File: config.mk
export PLATFORM = sky130hd
export DESIGN_NAME = fp32_adder_unpiped
export DESIGN_NICKNAME = d
export VERILOG_FILES = /design/src/rtl/fp32_adder_unpiped.sv
export SDC_FILE = /design/constraint.sdc
export NUM_CORES = 1
export LEC_CHECK = 0
export BUFFER_PORTS_ARGS = -buffer_cell sky130_fd_sc_hd__clkbuf_2
export CAP_MARGIN = 5
export CORE_MARGIN = 8
export CORE_UTILIZATION = 38
export DETAILED_ROUTE_END_ITERATION = 16
export PLACE_DENSITY = 0.62
export SYNTH_ARGS = -nofsm -noshare
export SYNTH_HDL_FRONTEND = slang
export SYNTH_SLANG_ARGS = --single-unit
File: constraint.sdc
create_clock -name clk81 -period 20.8 [get_ports clk81]
set_clock_uncertainty 0.1 [all_clocks]
set_input_delay 5.2 -clock clk81 [delete_from_list [all_inputs] [get_ports clk81]]
set_output_delay 5.2 -clock clk81 [all_outputs]
set_load 0.01 [all_outputs]
File: src/rtl/fp32_adder_unpiped.sv
// Single-cycle IEEE-754 binary32 adder with a registered result.
// Denormal operands flush to zero, and results that would be denormal flush to signed zero.
module fp32_adder_unpiped (
  input  logic        clk81,
  input  logic        reset_81,
  input  logic [31:0] a81,
  input  logic [31:0] b81,
  output logic [31:0] result_81
);

  logic [31:0] result_d, result_q;

  logic        a_nan, b_nan, a_inf, b_inf;
  logic [30:0] mag_a, mag_b, mag_big, mag_small;
  logic        swap, sign_big, eff_sub;
  logic [7:0]  exp_big, exp_small, diff;
  logic [23:0] m_big, m_small;
  logic [49:0] wide;
  logic [26:0] big_al, small_al, norm;
  logic [27:0] sum;
  logic [4:0]  lz;
  logic [9:0]  exp_n, exp_r;
  logic        round_up;
  logic [24:0] mant_r;
  logic [22:0] frac_r;

  always_comb begin
    a_nan = (a81[30:23] == 8'hFF) && (a81[22:0] != 23'h0);
    b_nan = (b81[30:23] == 8'hFF) && (b81[22:0] != 23'h0);
    a_inf = (a81[30:23] == 8'hFF) && (a81[22:0] == 23'h0);
    b_inf = (b81[30:23] == 8'hFF) && (b81[22:0] == 23'h0);

    // Zero exponent means zero or denormal; both are treated as zero.
    mag_a = (a81[30:23] == 8'h00) ? 31'h0 : a81[30:0];
    mag_b = (b81[30:23] == 8'h00) ? 31'h0 : b81[30:0];

    swap      = mag_b > mag_a;
    mag_big   = swap ? mag_b : mag_a;
    mag_small = swap ? mag_a : mag_b;
    sign_big  = swap ? b81[31] : a81[31];
    eff_sub   = a81[31] ^ b81[31];

    exp_big   = mag_big[30:23];
    exp_small = mag_small[30:23];
    m_big     = {exp_big != 8'h00, mag_big[22:0]};
    m_small   = {exp_small != 8'h00, mag_small[22:0]};
    diff      = exp_big - exp_small;

    // Aligned layout: {mantissa[23:0], guard, round, sticky}.
    wide = '0;
    if (diff >= 8'd26) begin
      small_al = {26'h0, |m_small};
    end else begin
      wide     = {m_small, 26'h0} >> diff;
      small_al = {wide[49:24], |wide[23:0]};
    end
    big_al = {m_big, 3'b000};

    sum = eff_sub ? ({1'b0, big_al} - {1'b0, small_al})
                  : ({1'b0, big_al} + {1'b0, small_al});

    lz = '0;
    for (int i = 0; i < 27; i++) begin
      if (sum[i]) lz = 5'(26 - i);
    end

    if (sum[27]) begin
      norm  = {sum[27:2], sum[1] | sum[0]};
      exp_n = {2'b00, exp_big} + 10'd1;
    end else begin
      norm  = sum[26:0] << lz;
      exp_n = {2'b00, exp_big} - {5'b00000, lz};
    end

    round_up = norm[2] & (norm[1] | norm[0] | norm[3]);
    mant_r   = {1'b0, norm[26:3]} + {24'h0, round_up};
    exp_r    = exp_n + {9'h0, mant_r[24]};
    frac_r   = mant_r[24] ? mant_r[23:1] : mant_r[22:0];

    if (a_nan || b_nan || (a_inf && b_inf && eff_sub)) begin
      result_d = 32'h7FC0_0000;
    end else if (a_inf) begin
      result_d = a81;
    end else if (b_inf) begin
      result_d = b81;
    end else if (sum == 28'h0) begin
      // Cancellation yields +0; only like-signed zeros keep their sign.
      result_d = {sign_big & ~eff_sub, 31'h0};
    end else if (exp_n[9] || (exp_n == 10'h0)) begin
      result_d = {sign_big, 31'h0};
    end else if (exp_r >= 10'd255) begin
      result_d = {sign_big, 8'hFF, 23'h0};
    end else begin
      result_d = {sign_big, exp_r[7:0], frac_r};
    end
  end

  always_ff @(posedge clk81) begin
    if (reset_81) result_q <= 32'h0000_0000;
    else          result_q <= result_d;
  end

  assign result_81 = result_q;

endmodule

# After elaboration in Yosys (flattened, before gate mapping)
# Index checks and enable logic that the tools add are counted.
# totals
input_bits	66
register_bits	32
# classes
n_addsub	7
eq_ne	2
n_mux	43
bitwise_logic	7
n_lt_le_gt_ge	3
shifts	2
n_reduce_logical	22
# op_table
operator	count
$mux 31	7
$mux 5	27
$mux 32	3
$mux 27	2
$shr 50x8->50	1
$reduce_or 24->1	2
$logic_not 23->1	2
$reduce_bool 23->1	2
$gt 31x31->1	1
$add 27x27->28	1
$logic_not 28->1	1
$mux 28	1
$sub 27x27->28	1
$shl 27x5->27	1
$add 24x1->25	1
$mux 23	1
$eq 8x8->1 const B	2
$logic_not 8->1	2
$reduce_bool 8->1	2
$add 10x1->10	1
$ge 10x8->1 const B	1
$logic_not 10->1	1
$mux 10	1
$add 8x1->9 const B	1
11 further kinds	21

# Longest topological paths before layout
# Gate-level depths: netlist of the first run.
# depth
depth_word	51
depth_mapped	78

# Worst setup path after synthesis of the first run
# Ideal clock, no wire load.
# synth_path
kind	input to register
start	input b81[29]
end	register result_q[4] (netlist: result_81[4])
path_stages	69
arrival_ps	18858
required_time_ps	20613
setup_slack_ps	1755
n_path_buf	17
path_cell_list	clkbuf_1 -> nor4_1 -> nand2_1 -> clkbuf_1 -> clkbuf_1 -> clkbuf_1 -> and2_1 -> ha_1 -> nand4_1 -> nor4_2 -> a31oi_4 -> or2_4 -> buf_8 -> nand2_2 -> buf_4 -> buf_2 -> buf_1 -> mux2i_1 -> [33 not listed] -> a2bb2oi_1 -> nor2_1 -> ha_1 -> nand4_1 -> inv_1 -> nand4bb_2 -> nor2_2 -> ha_1 -> ha_1 -> nand2_1 -> xor2_1 -> and4b_1 -> a31o_2 -> nand4bb_1 -> or2_2 -> or4_1 -> buf_2 -> o31ai_1
# synth_via
elab_chain_len	50
# synth_rtl
item	line_no	text
start, declared	7	input logic [31:0] b81,
$logic_not 8->1	35	mag_b = (b81[30:23] == 8'h00) ? 31'h0 : b81[30:0];
$mux 31	35	
$gt 31x31->1	37	swap = mag_b > mag_a;
$mux 31 (on tied branches)	38, 39	
$sub 8x8->8 / $reduce_bool 8->1 (equally long branches)	47, 46	
$shr 50x8->50	54	wide = {m_small, 26'h0} >> diff;
$reduce_or 24->1	55	small_al = {wide[49:24], |wide[23:0]};
$mux 27	51	if (diff >= 8'd26) begin
[34 not listed]	-	
$add 24x1->25	76	mant_r = {1'b0, norm[26:3]} + {24'h0, round_up};
$add 10x1->10	77	exp_r = exp_n + {9'h0, mant_r[24]};
$ge 10x8->1	91	end else if (exp_r >= 10'd255) begin
$mux 31	91	
$mux 31	89	end else if (exp_n[9] || (exp_n == 10'h0)) begin
$mux 32	86	end else if (sum == 28'h0) begin
$mux 32	84	end else if (b_inf) begin
$mux 32	82	end else if (a_inf) begin
end signal, assigned	100	else result_q <= result_d;
end, declared	11	logic [31:0] result_d, result_q;
# Parallel ways exist; a longest one is shown, timed or not.
# A chain may end at the register's enable or synchronous reset.

# Worst setup path in the final report of the first run
# layout_path
start	input b81[23]
end	register result_q[8] (netlist: result_81[8])
# The elaborated chain is that of the path after synthesis.

==> flow_summary.ini, run 1 <==
[outcome]
status = completed

[timing]
relSlewSlack_pct = 30.6
fmax_ghz = 0.0505
hold_viol_final = 0
period_minus_slack_ns = 19.80
min_period_over_period_pct = 95.2
setup_violations = 0
max_slew.worst_pin.slew_ns = 1.04
setup_ws_ns = 1.00
drv_slew = 0

[floorplan]
core_region_area_mm2 = 0.0345
start_util_pct = 38.5
num_io_pins = 98
die_h_um = 203
die-area_mm2 = 0.0411
fp-row-count = 68
die_w_um = 203

[cts]
cts_tree = built
cts_buffers = 5
cts_max_path_buffers = 2
htreeDepth = 2
cts_sinks = 32
cts.clk_slew.worst_paths_ns = 0.05
root_buffer = clkbuf_16

[worst_setup_path]
required_ns = 20.90
end_kind = register
cp_common_cell = ha_1
worstSetupStartpointType = input pin
crit_type = in2reg
critical-path-slowest-cell = or4_1
cpPeakStageDelay_ns = 0.64
cp-startpoint = b81[23]
crit_end = result_81[8]
crit_fanout = 34
arrival_ns = 19.90

[finish]
layout.nets = 2176
n_antenna_cell = 0
synthToLayoutAreaGrowth_pct = 6.84
final_cell_area_mm2 = 0.0142
layout-drive-gt1-share_pct = 13.0
largest_reg_flops = 32

[yosys]
synth.avg_cell_area_um2 = 6.60
synth_top_area_share_pct = 8.68
synthArstFlopShare_pct = 0
synth_seq_cells = 32
ys_seq_area_share_pct = 4.83
synth-edff-count = 0
yosysWarnings = 0
synth_area_mm2 = 0.0133
synthesis.nets = 2168
synth_top_cell_by_area = ha_1
synthFlopType = dfxtp_1
synthCells = 2008
synth.most_common_cell = nand2_1
yosys-top-cells-count = 237 x nand2_1, 194 x nor2_1, 159 x a21oi_1
yosysUniqueCellTypes = 115
synth_area_leaders = ha_1 8.7%, nand2_1 6.7%, mux2i_1 6.6%, a21oi_1 6.0%, nor2_1 5.5%

[route]
num_vias = 16000
drt-initial-drc-count = 1640
wl_per_cell_um = 22.3
totalWireLength_mm = 55.0
route.detailed.drc = 0
drtPass1Iterations = 6
ant_nets = 0
vias_per_cell = 6.49

[placed_design]
dp_hpwl_mm = 44.3
place_ws_ns = 0.639
gp_congestion = 1.00
dpl_cell_area_mm2 = 0.0139
portBuffers = 97

[pwr]
powerDensity_mw_per_mm2 = 81.5
peakVddDrop_mv = 0.0708
leakage_nw = 5.93

[global_routing]
antenna_found_initial = 0
grt_max_degree = 67
first_global_vias = 15100
grt_first_pass_wirelength_mm = 85.6
overflow = 0
grt_use_total_pct = 25.3

[run]
max_cap_violations = 0

[min_path]
hold_class = in2reg
==> per-layer routing <==
layer,part of all wire (%),GRT usage (%),vias up
li1,-,-,7512
met1,43,33.1,7630
met2,46,42.2,767
met3,6.7,2.06,133
met4,4.5,10.7,0
met5,0,0,-
==> worst min-delay path by stage <==
stage | from | to | depth (start not counted)
2_1_floorplan | a81[31] | result_81[31] | 2
3_3_place_gp | reset_81 | result_81[30] | 2
3_5_place_dp | reset_81 | result_81[30] | 2
4_1_cts | reset_81 | result_81[28] | 2
5_1_grt | reset_81 | result_81[28] | 2
6_report | reset_81 | result_81[24] | 2
==> layout make-up <==
type	count	area, µm²
Clock inverter	3	42.5
Tap cell	455	569
Inverter	85	322
Timing Repair Buffer	140	808
Sequential cell	32	641
Multi-Input combinational cell	1752	11700
Clock buffer	5	125
Fill cell	3760	20300
==> kinds of logic after synthesis <==
family | count (synthesis) | synth area share, %
buf+inv | 224 | 7.67
mux | 119 | 9.83
xor+xnor | 59 | 4.01
flops | 32 | 4.83
simple gates | 838 | 31.6
fa+ha+maj | 94 | 8.99
compound gates | 642 | 33.0
==> cells in the final DEF (no fill, tap or decap), types with 34 or more instances in the layout <==
cell,instances
mux2i_1,87
ha_1,90
and2_1,45
nand2_1,237
nor2_1,193
a211oi_1,34
clkbuf_2,97
a21oi_1,159
o21ai_0,137
nor3_1,75
xnor2_1,34
nand3_1,71
buf_4,43
nand4_1,45
inv_1,79
==> critical path: cells and delay by family <==
family | cells | cell delay, ns
multiplexers | 3 | 0.87
XOR/XNOR | 1 | 0.17
AO/OA/AOI/OAI | 23 | 5.18
buffers and inverters | 5 | 0.88
adder cells (fa/ha/maj) | 5 | 1.35
AND/OR/NAND/NOR | 22 | 6.19
==> power by group <==
| part | total [mW] | leakage (nW) | internal [mW] | switching (mW) |
|---|---|---|---|---|
| logic | 0.987 | 5.58 | 0.339 | 0.648 |
| registers | 0.0859 | 0.266 | 0.0813 | 0.00463 |
| clock network | 0.0808 | 0.0798 | 0.0561 | 0.0248 |
| total | 1.15 | 5.93 | 0.477 | 0.677 |
==> stage by stage <==
stage	setup TNS [ns]	util (%)	hold slack [ns]	total power [mW]	cells
3_3_place_gp	0	40.4	5.41	1.04	2463
6_report	0	41.1	5.15	1.15	2472
2_1_floorplan	0	-	5.31	0.774	2008
4_1_cts	0	40.9	5.14	1.13	2471
5_1_grt	-0.00540	41.1	5.17	1.23	2472
3_5_place_dp	0	40.4	5.43	1.04	2463
==> what timing repair did <==
action                     4_1_cts  5_1_grt
hold buffers                     0        0
resized for setup                0        7
setup endpoints to repair        0       19
setup buffers                    0        1
No activity file was read; power rests on OpenSTA's default activity.
==> run 2: changes to the inputs <==
Settings changed: PLACE_DENSITY 0.62 to 0.52.
==> run 2 against run 1 <==
Net effect:
- via count is essentially flat
- clock power shrank 18%
- sequential share of layout area is essentially flat
- worst hold slack lost 0.0054 ns
- total power shrank 0.44%
- critical endpoint is now result_81[6]
- highest routed layer unchanged
==> flow_summary.ini, run 2 (synthesis gave the netlist of run 1 again) <==
[outcome]
status = completed

[pwr]
finalPower_mw = 1.15
powerDensity_mw_per_mm2 = 81.3
peakVddDrop_mv = 0.0677
leakage_nw = 5.92

[cts]
cts_buffers = 5
postCtsResizedCells = 0
cts.clk_slew.worst_paths_ns = 0.05
htreeDepth = 2
cts_setup_buffers = 0
cts_max_path_buffers = 2
cts_sinks = 32
root_buffer = clkbuf_16
cts_hold_buf = 0
cts_tree = built

[worst_setup_path]
cp_common_cell = a21oi_1
cpPeakStageDelay_ns = 0.99
crit_type = in2reg
required_ns = 20.89
worstSetupStartpointType = input pin
crit_fanout = 31
critical-path-slowest-cell = a2111oi_4
arrival_ns = 19.75
end_kind = register

[finish]
n_antenna_cell = 0
layout-drive-gt1-share_pct = 13.2
layout.nets = 2181
multiInputGateArea_mm2 = 0.0116
largest_reg_flops = 32
layout_commonest_cell = nand2_1
regArea_um2 = 641
nFillCells = 3747
mostFrequentLayoutCells = 237 x nand2_1, 193 x nor2_1, 159 x a21oi_1, 138 x o21ai_0, 97 x clkbuf_2
synthToLayoutAreaGrowth_pct = 6.55

[global_routing]
first_global_vias = 15100
grt_max_degree = 64
overflow = 0
grt_use_total_pct = 26.0
grt_first_pass_wirelength_mm = 87.1
antenna_found_initial = 0

[timing]
whs_ns = 5.14
setup_violations = 0
relSlewSlack_pct = 24.9
rsz0062_at_grt = no
hold_viol_final = 0
max_slew.worst_pin.slew_ns = 1.13
drv_slew = 0
min_period_over_period_pct = 94.5
fin_setup_tns_ns = 0
fmax_ghz = 0.0509
period_minus_slack_ns = 19.65

[route]
ant_nets = 0
num_vias = 16100
route.detailed.drc = 0
drtPass1Iterations = 5
wl_per_cell_um = 22.7
totalWireLength_mm = 56.2
vias_per_cell = 6.48
drt-initial-drc-count = 1600

[placed_design]
portBuffers = 97
dp_hpwl_mm = 45.5
gp_congestion = 0.995

[floorplan]
die_w_um = 203
die-area_mm2 = 0.0411
fp-row-count = 68
num_io_pins = 98
core_region_area_mm2 = 0.0345
die_h_um = 203
start_util_pct = 38.5

[min_path]
hold_class = in2reg

[run]
max_cap_violations = 0
## run 2: final timing paths
check,depth (start not counted),startpoint,slack (ns),end
setup / recovery,53,b81[23],1.15,result_81[6]
hold / removal,2,reset_81,5.14,result_81[30]
## run 2: layout make-up
class                           count  area share [%]
Tap cell                          455            4.03
Timing Repair Buffer              145            5.99
Inverter                           85            2.28
Clock buffer                        6           0.913
Multi-Input combinational cell   1752            82.2
Sequential cell                    32            4.54
Clock inverter                      1          0.0354
## run 2: power by group
group	switching, mW	total, mW	leakage [nW]	internal [mW]
registers	0.00480	0.0861	0.266	0.0813
clock network	0.0231	0.0663	0.0667	0.0433
logic	0.655	0.996	5.59	0.342
## run 2: critical path, delay by kind of cell
kind	cells	cell delay (ns)
AO/OA/AOI/OAI	23	6.30
XOR/XNOR	1	0.16
adder cells (fa/ha/maj)	4	1.24
buffers and inverters	5	0.88
AND/OR/NAND/NOR	20	5.92
## run 2: stage by stage
step	util (%)	std cells	area [µm²]	setup WS [ns]
after floorplan	-	2008	13300	1.75
after global placement	40.6	2469	14000	1.29
after detailed placement	40.6	2469	14000	1.18
after CTS	41.0	2476	14100	1.39
after global routing	41.0	2476	14100	0.0213
final	41.0	2476	14100	1.15
## run 2: metal layers
metal	wire, µm	vias to the layer above	track usage [%]
met4	3240	0	13.4
met2	25800	738	43.2
met3	3780	143	2.41
li1	-	7510	-
met5	0	-	0
met1	23400	7659	32.9
==> run 3: changes to the inputs <==
Settings changed: CORE_MARGIN 8 to not set.
==> run 3 against run 2 <==
Net effect:
- setup slack worse by 0.10 ns
- via count decreased by 1.3%
- final cell count down 0.24%
- wire length about the same
- fmax shrank 0.52%
- global-route usage up 4.8 points
- combinational power about the same
- worst hold slack worse by 0.00066 ns
- cell area increased by 0.19%
==> flow_summary.ini, run 3 (synthesis gave the netlist of run 1 again) <==
[outcome]
status = completed

[cts]
cts_max_path_buffers = 2
cts.clk_slew.worst_paths_ns = 0.05
cts_buffers = 5
root_buffer = clkbuf_16
htreeDepth = 2
cts_tree = built
cts_sinks = 32

[worst_setup_path]
worstSetupStartpointType = input pin
critical-path-slowest-cell = or4_1
required_ns = 20.90
crit_buf_inv = 5
cpPeakStageDelay_ns = 0.63
cp_common_cell = ha_1
critical-path-top-delay-family = simple AND/OR/NAND/NOR gates
arrival_ns = 19.85
crit_cells = 60
end_kind = register
crit_type = in2reg
crit_fanout = 31

[placed_design]
portBuffers = 97
dp_hpwl_mm = 45.4
gp_congestion = 1.03

[pwr]
leakage_nw = 5.92
powerDensity_mw_per_mm2 = 81.8
finalPower_mw = 1.16
peakVddDrop_mv = 0.0651

[finish]
layout.nets = 2174
synthToLayoutAreaGrowth_pct = 6.75
largest_reg_flops = 32
layout-drive-gt1-share_pct = 13.1
mostFrequentLayoutCells = 237 x nand2_1, 193 x nor2_1, 159 x a21oi_1, 136 x o21ai_0, 97 x clkbuf_2
nFillCells = 3779
n_antenna_cell = 0
layout_commonest_cell = nand2_1
postLayoutCoreUtil_pct = 41.1

[route]
num_vias = 15800
ant_nets = 0
drt-initial-drc-count = 1538
vias_per_cell = 6.41
route.detailed.drc = 0
drtPass1Iterations = 6
totalWireLength_mm = 56.3
wl_per_cell_um = 22.8

[timing]
relSlewSlack_pct = 35.2
period_minus_slack_ns = 19.76
fin_setup_tns_ns = 0
fmax_ghz = 0.0506
hold_viol_final = 0
drv_slew = 0
whs_ns = 5.14
rsz0062_at_grt = no
min_period_over_period_pct = 95.0
max_slew.worst_pin.slew_ns = 0.972
setup_violations = 0

[floorplan]
die-area_mm2 = 0.0356
die_h_um = 189
start_util_pct = 38.5
num_io_pins = 98
fp-row-count = 68
die_w_um = 189
core_region_area_mm2 = 0.0345

[min_path]
hold_class = in2reg
hold_path_depth = 2

[run]
max_cap_violations = 0

[global_routing]
antenna_found_initial = 0
first_global_vias = 15000
grt_use_total_pct = 30.8
overflow = 0
grt_first_pass_wirelength_mm = 87.7
grt_max_degree = 64
## run 3: cell count changes in the layout (fill, tap and decap cells not counted), moves of 2 or more
cell | before | now
buf_4 | 48 | 41
mux2i_1 | 87 | 85
mux2i_2 | 0 | 2
o21ai_0 | 138 | 136
o21ai_1 | 13 | 15
## run 3: through the flow
| step | area (µm²) | setup slack (ns) | instances |
|---|---|---|---|
| floorplan | 13300 | 1.75 | 2008 |
| global route | 14100 | 0.0381 | 2470 |
| finish | 14100 | 1.04 | 2470 |
| detailed placement | 13900 | 0.669 | 2461 |
| global placement | 13900 | 0.716 | 2461 |
| CTS | 14100 | 0.890 | 2469 |
## run 3: worst paths after layout
kind,start,end,slack (ns)
worst max-delay path,b81[23],result_81[8],1.04
worst min-delay path,reset_81,result_81[24],5.14
## run 3: area by class of cell
| class | count | area, µm² | area share (%) |
|---|---|---|---|
| Clock buffer | 8 | 146 | 1.03 |
| Sequential cell | 32 | 641 | 4.53 |
| Multi-Input combinational cell | 1752 | 11700 | 82.5 |
| Inverter | 85 | 324 | 2.29 |
| Tap cell | 455 | 569 | 4.02 |
| Timing Repair Buffer | 138 | 793 | 5.61 |
## run 3: per-layer routing
metal	track usage, %	up-vias	routed length [µm]
li1	-	7507	-
met2	52.6	657	26300
met5	0	-	0
met3	1.73	113	3080
met4	12.9	0	2550
met1	40.1	7558	24400
## run 3: where the power goes
group | internal (mW) | switching [mW] | total (mW)
logic | 0.341 | 0.661 | 1.00
registers | 0.0814 | 0.00490 | 0.0863
clock network | 0.0474 | 0.0223 | 0.0697
total | 0.469 | 0.688 | 1.16
## run 3: timing repair
item                                    in CTS  in global routing
gates resized for setup                      0                 13
endpoints found under the setup margin       0                 19
hold buffers                                 0                  0
buffers inserted                             0                  1
